File: config.mk
export PLATFORM = sky130hd
export DESIGN_NAME = branch_predict_unit
export DESIGN_NICKNAME = d
export VERILOG_FILES = /design/src/rtl/bpu_pkg.sv /design/src/rtl/bpu_sat_counter.sv /design/src/rtl/branch_predict_unit.sv
export SDC_FILE = /design/constraint.sdc
export NUM_CORES = 1
export LEC_CHECK = 0
export ABC_AREA = 0
export CELL_PAD_IN_SITES_DETAIL_PLACEMENT = 0
export CELL_PAD_IN_SITES_GLOBAL_PLACEMENT = 1
export CORE_MARGIN = 2
export CORE_UTILIZATION = 31
export DETAILED_ROUTE_END_ITERATION = 8
export PLACE_DENSITY = 0.63
export SKIP_LAST_GASP = 1
export SLEW_MARGIN = 20
export SYNTH_ARGS = -nofsm -noshare
export SYNTH_HDL_FRONTEND = slang
export SYNTH_SLANG_ARGS = --single-unit
File: constraint.sdc
create_clock -name clk -period 4.1 [get_ports clk]
set_clock_uncertainty 0.05 [all_clocks]
set_input_delay 0.41 -clock clk [delete_from_list [all_inputs] [get_ports clk]]
set_output_delay 0.41 -clock clk [all_outputs]
set_load 0.005 [all_outputs]
File: src/rtl/bpu_pkg.sv
// Shared types and helpers for the branch predictor:
// BTB entry layout, counter init values, PC index/tag extraction.
package bpu_pkg;

    typedef struct packed {
        logic        valid;
        logic        is_jump;
        logic [31:0] tag;
        logic [31:0] target;
    } btb_entry_t;

    function automatic int ctr_wnt(int w);
        return (1 << (w - 1)) - 1;
    endfunction

    function automatic int ctr_wt(int w);
        return 1 << (w - 1);
    endfunction

    function automatic logic [31:0] pc_idx(logic [31:0] pc, int idx_w);
        return (pc >> 2) & ((32'd1 << idx_w) - 32'd1);
    endfunction

    function automatic logic [31:0] pc_tag(logic [31:0] pc, int idx_w);
        return pc >> (idx_w + 2);
    endfunction

endpackage

File: src/rtl/bpu_sat_counter.sv
// Next-value logic for a CTR_W-bit saturating up/down counter.
module bpu_sat_counter #(
    parameter int CTR_W = 2
) (
    input  logic [CTR_W-1:0] ctr,
    input  logic             inc,
    output logic [CTR_W-1:0] nxt
);

    always_comb begin
        nxt = ctr;
        if (inc) begin
            if (ctr != '1) nxt = ctr + CTR_W'(1);
        end else if (ctr != '0) begin
            nxt = ctr - CTR_W'(1);
        end
    end

endmodule

File: src/rtl/branch_predict_unit.sv
// BHT + BTB branch predictor with EX-stage resolution and training.
// Optional event counters enabled by defining BPU_STATS_EN.
module branch_predict_unit
    import bpu_pkg::*;
#(
    parameter int PC_W  = 9,
    parameter int IDX_W = 4,
    parameter int CTR_W = 2
) (
    input  logic            clk,
    input  logic            reset,
    input  logic [PC_W-1:0] if_pc,
    output logic            if_pred_taken,
    output logic [31:0]     if_pred_target,
    input  logic [PC_W-1:0] ex_pc,
    input  logic [31:0]     ex_imm,
    input  logic            ex_branch,
    input  logic            ex_jal,
    input  logic            ex_jalr,
    input  logic [31:0]     ex_alu_result,
    input  logic            ex_pred_taken,
    input  logic [31:0]     ex_pred_target,
    input  logic            ex_valid,
    output logic [31:0]     pc_four,
    output logic            redirect,
    output logic [31:0]     redirect_pc,
    output logic            j_sel
`ifdef BPU_STATS_EN
    ,
    output logic [31:0]     stat_ctl,
    output logic [31:0]     stat_mispred
`endif
);

    localparam int DEPTH = 1 << IDX_W;
    localparam logic [CTR_W-1:0] WNT = CTR_W'(ctr_wnt(CTR_W));
    localparam logic [CTR_W-1:0] WT  = CTR_W'(ctr_wt(CTR_W));

    btb_entry_t       btb [DEPTH];
    logic [CTR_W-1:0] ctr [DEPTH];

    logic [IDX_W-1:0] if_idx, ex_idx;
    logic [31:0]      if_tag, ex_tag, ex_pc32;
    logic             if_hit, ex_hit, ctl, taken;
    logic [31:0]      act_target, act_next;
    logic [CTR_W-1:0] ctr_nxt;

    assign if_idx = IDX_W'(pc_idx(32'(if_pc), IDX_W));
    assign if_tag = pc_tag(32'(if_pc), IDX_W);
    assign ex_idx = IDX_W'(pc_idx(32'(ex_pc), IDX_W));
    assign ex_tag = pc_tag(32'(ex_pc), IDX_W);

    assign if_hit = btb[if_idx].valid && (btb[if_idx].tag == if_tag);
    assign if_pred_taken = if_hit
                        && (btb[if_idx].is_jump || ctr[if_idx][CTR_W-1]);
    assign if_pred_target = if_pred_taken ? btb[if_idx].target : '0;

    assign ex_pc32 = 32'(ex_pc);
    assign pc_four = ex_pc32 + 32'd4;
    assign ctl     = ex_branch | ex_jal | ex_jalr;
    assign j_sel   = ex_jal | ex_jalr;
    assign taken   = ex_jal | ex_jalr | (ex_branch & ex_alu_result[0]);

    assign act_target = ex_jalr ? (ex_alu_result & ~32'h1)
                                : ex_pc32 + ex_imm;
    assign act_next   = taken ? act_target : pc_four;

    // A stale alias on a non-control op falls out here: taken=0 vs pred=1
    assign redirect = ex_valid
                   && ((ex_pred_taken != taken)
                   || (taken && (ex_pred_target != act_target)));
    assign redirect_pc = redirect ? act_next : '0;

    assign ex_hit = btb[ex_idx].valid && (btb[ex_idx].tag == ex_tag);

    bpu_sat_counter #(.CTR_W(CTR_W)) u_ctr (
        .ctr (ctr[ex_idx]),
        .inc (taken),
        .nxt (ctr_nxt)
    );

    always_ff @(posedge clk or negedge reset) begin
        if (!reset) begin
            for (int i = 0; i < DEPTH; i++) begin
                btb[i].valid <= 1'b0;
                ctr[i]       <= WNT;
            end
        end else if (ex_valid) begin
            if (ex_branch) begin
                if (ex_hit) ctr[ex_idx] <= ctr_nxt;
                else        ctr[ex_idx] <= taken ? WT : WNT;
            end
            if (ctl && taken) begin
                btb[ex_idx].valid   <= 1'b1;
                btb[ex_idx].is_jump <= j_sel;
                btb[ex_idx].tag     <= ex_tag;
                btb[ex_idx].target  <= act_target;
            end else if (!ctl && ex_hit) begin
                btb[ex_idx].valid <= 1'b0;
            end
        end
    end

`ifdef BPU_STATS_EN
    always_ff @(posedge clk or negedge reset) begin
        if (!reset) begin
            stat_ctl     <= '0;
            stat_mispred <= '0;
        end else begin
            if (ex_valid && ctl && stat_ctl != '1)
                stat_ctl <= stat_ctl + 32'd1;
            if (redirect && stat_mispred != '1)
                stat_mispred <= stat_mispred + 32'd1;
        end
    end
`endif

endmodule

==> results by group <==
STA
  – Fin. max-slew vios: 0
  – Maximum clock rate: 241 MHz
  – Post-route clock period utilization: 101%
  – Min Tclk post-route: 4.15 ns
  – Max-slew headroom: 36.1%
  – Worst-margin pin slew: 0.958 ns
  – Final Hold Viols: 0
  – RSZ-0062 raised after global routing: true
  – Final worst slack: -0.0499 ns
  – Final setup fails: 10
  – Worst hold slack: 0.411 ns

Clock network
  – Sink Count: 624
  – Clock Path Buffers: 3
  – CTS tree: yes
  – Clock Pin Slew Worst Setup and Hold Paths: 0.06 ns
  – Root Driver: clkbuf_16
  – Htree depth: 3
  – Inserted Clock Buffers: 70
  – Clock Latency Late Sink: 0.61 ns

Placement
  – Final GP Congestion: 0.909
  – HPWL reported at the end of detailed placement: 72.1 mm
  – Count of input and output buffers: 195
  – Setup Slack @ Placement: -0.930 ns
  – Post-DP Area: 36,700 um^2

Outcome
  – Outcome: finished with violations
  – Failing checks: negative setup slack

Power and ir drop
  – Power per Cell Area: 400 nW/um^2
  – VDD IR-drop max: 0.254 mV
  – Static Leak: 12.3 nW

Setup path
  – Crit-path leading delay family: simple AND/OR/NAND/NOR gates
  – Crit path buf inv count: 6
  – Slowest-stage cell, CP: or4b_2
  – Critical path data required time: 3.64 ns
  – Crit. End Element: output pin
  – Setup slack, reg-to-reg: 1.06 ns
  – Crit path launch type: input port
  – Slowest stage delay, CP: 0.66 ns
  – Crit-path max FO: 7
  – Worst EP arrival: 3.69 ns
  – Crit path kind: in2out
  – Critical path's most frequent cell: buf_6
  – Critical-path cell list: clkdlybuf4s50_1 > and4_4 > and3_4 > a41oi_4 > buf_6 > or4b_2 > o211ai_1 > nor4_2 > o2111ai_2 > nor4_4 > buf_6 > buf_12 > buf_16 > a211oi_1 > buf_2
  – Worst r2r src: btb[826]$_DFFE_PP_
  – Critical path origin: ex_imm[10]

Logic synthesis
  – Top post-synthesis cells by area: edfxtp_1 (55%), mux4_2 (15%), nor2_1 (7.4%)
  – Share of synthesized registers carrying an async set or reset: 7.69%
  – Post-synthesis cell count: 2,395
  – Yosys top cell area share: 55.5%
  – Post-Synthesis Cell Area: 31,200 um^2
  – Cell accounting for the most synthesized area: edfxtp_1
  – Flops & latches, synth: 624
  – Mean post-synth cell area: 13.0 um^2
  – Top FF cell, synth: edfxtp_1
  – Ys Warns: 0
  – Share of the yosys chip area belonging to registers: 59.4%
  – Post-synth EDFFs: 576
  – Distinct cells, synth: 101

Finish
  – FILL cells: 9,399
  – Design Area, Final: 39,600 um^2
  – Register Area: 18,500 um^2
  – Post-Route Utilization: 39.7%
  – Total Nets Final: 2,942
  – N_diodes: 0
  – Multi-input gate area: 12,200 um^2
  – Share of cells above drive strength 1: 31.0%
  – Commonest cells after routing, fill and taps aside: nor2_1 (600), edfxtp_1 (576), buf_4 (323)
  – Most common cell after layout, fill and taps aside: nor2_1
  – Layout area overhead: 27.1%

Hold path
  – Worst Hold Class: in2reg
  – Min-delay src: ex_pc[6]

Global routing
  – Total global routing track utilization: 21.5%
  – Initial antenna violation count: 3
  – Vias in the first global route: 23,200
  – First-pass GRT wire length: 161 mm
  – GRT Residual Overflow: 0
  – Largest net degree at the start of global routing: 103

Route
  – TritonRoute pass-1 iters: 6
  – Via count: 22,100
  – Post-route ant nets: 0
  – Vias per cell: 5.31
  – Avg WL per Cell: 26.8 um
  – DRC viols: 0
  – DRT iter0 DRCs: 2,277
  – Final wirelength: 111 mm

Die
  – Die Span Y: 321 um
  – Die area: 103,000 um^2
  – Cell row count: 116
  – Core Footprint: 99,900 um^2
  – Die W: 321 um
  – Initial Utilization: 31.2%
  – # IOs: 220

Job
  – Max-cap violations: 0
-- power by group --
group	internal [mW]	total, mW	switching [mW]	leakage, nW
Combinational	0.863	2.04	1.18	6.53
Sequential	7.06	7.16	0.0999	4.61
Clock	4.05	6.66	2.60	1.18
Total	12.0	15.9	3.88	12.3
-- metal layers --
metal  up-vias  routed length [um]  share of wire (%)  track usage [%]
met1     11400               46000                 41             29.0
li1       9602                   -                  -                -
met3       127                8090                7.3             3.24
met4         2                2420                2.2             5.69
met5         -                  16              0.014                0
met2       947               54800                 49             36.4
-- logic make-up (layout without fill, tap and decap cells) --
logic type	Yosys count	after routing	synth area share, %
compound gates	243	243	5.33
xor+xnor	78	78	2.23
fa+ha+maj	15	15	0.626
buf+inv	259	702	3.68
flops	624	624	59.4
mux	215	215	15.2
other cells	1	22	0.0120
simple gates	960	960	13.6
-- worst reg2reg max path, stage by stage (launching register included) --
cell and delay (ns):
edfxtp_1 0.38, mux4_2 0.51, mux4_2 0.50, xnor2_1 0.19, nand4_1 0.24, nand2b_1 0.23, a22oi_2 0.58, o21ai_0 0.20
-- cells in the mapped netlist (13+ instances only) --
cell	count
dfrtp_1	32
nand2_1	138
xnor2_1	50
xor2_1	27
o21ai_0	107
buf_2	22
a21oi_1	22
and3_1	13
mux4_2	206
buf_4	28
nand3_1	41
o211ai_1	23
nor2b_1	39
inv_1	18
buf_1	27
nor2_1	619
nand4_1	17
clkbuf_1	154
dfstp_2	16
ha_1	14
edfxtp_1	576
nor3_1	21
-- registers in the layout (all words and copies together) (netlist names) --
signal and flops:
ctr 32, btb 592
-- worst paths after layout --
| path | end | cells past startpoint |
|---|---|---|
| worst min register to register | ctr[0]$_DFFE_PN1P_ | 2 |
| min in group asynchronous | ctr[29]$_DFFE_PN0P_ | 3 |
| worst min-delay path | btb[32]$_DFFE_PP_ | 4 |
| worst max-delay path | redirect_pc[3] | 15 |
| max in group asynchronous | ctr[19]$_DFFE_PN0P_ | 3 |
| worst max register to register | ctr[7]$_DFFE_PN0P_ | 7 |
-- cell type report --
| type | count | share of cell area [%] |
|---|---|---|
| clock buffer | 81 | 4.55 |
| clock inverter | 44 | 1.57 |
| inverter | 19 | 0.180 |
| multi-input combinational | 1533 | 30.8 |
| sequential | 624 | 46.7 |
| tap | 1298 | 4.10 |
| timing repair buffer | 558 | 12.1 |
-- per-stage QoR --
step | total power [mW] | TNS (ns) | instances
floorplan | 8.23 | 0 | 2416
global placement | 9.24 | -26.10 | 4004
detailed placement | 9.26 | -29.38 | 4004
CTS | 15.9 | -0.450 | 4154
global route | 16.3 | -1.59 | 4157
finish | 15.9 | -0.129 | 4157
-- what timing repair did --
action / in CTS / in global routing
gates resized for setup: 252 / 38
pin swaps: 51 / 17
hold buffers: 1 / 0
setup endpoints to repair: 40 / 40
setup buffers: 22 / 6
cloned: 3 / 0
hold endpoints to repair: 32 / 0
No activity file was read; power rests on OpenSTA's default activity.
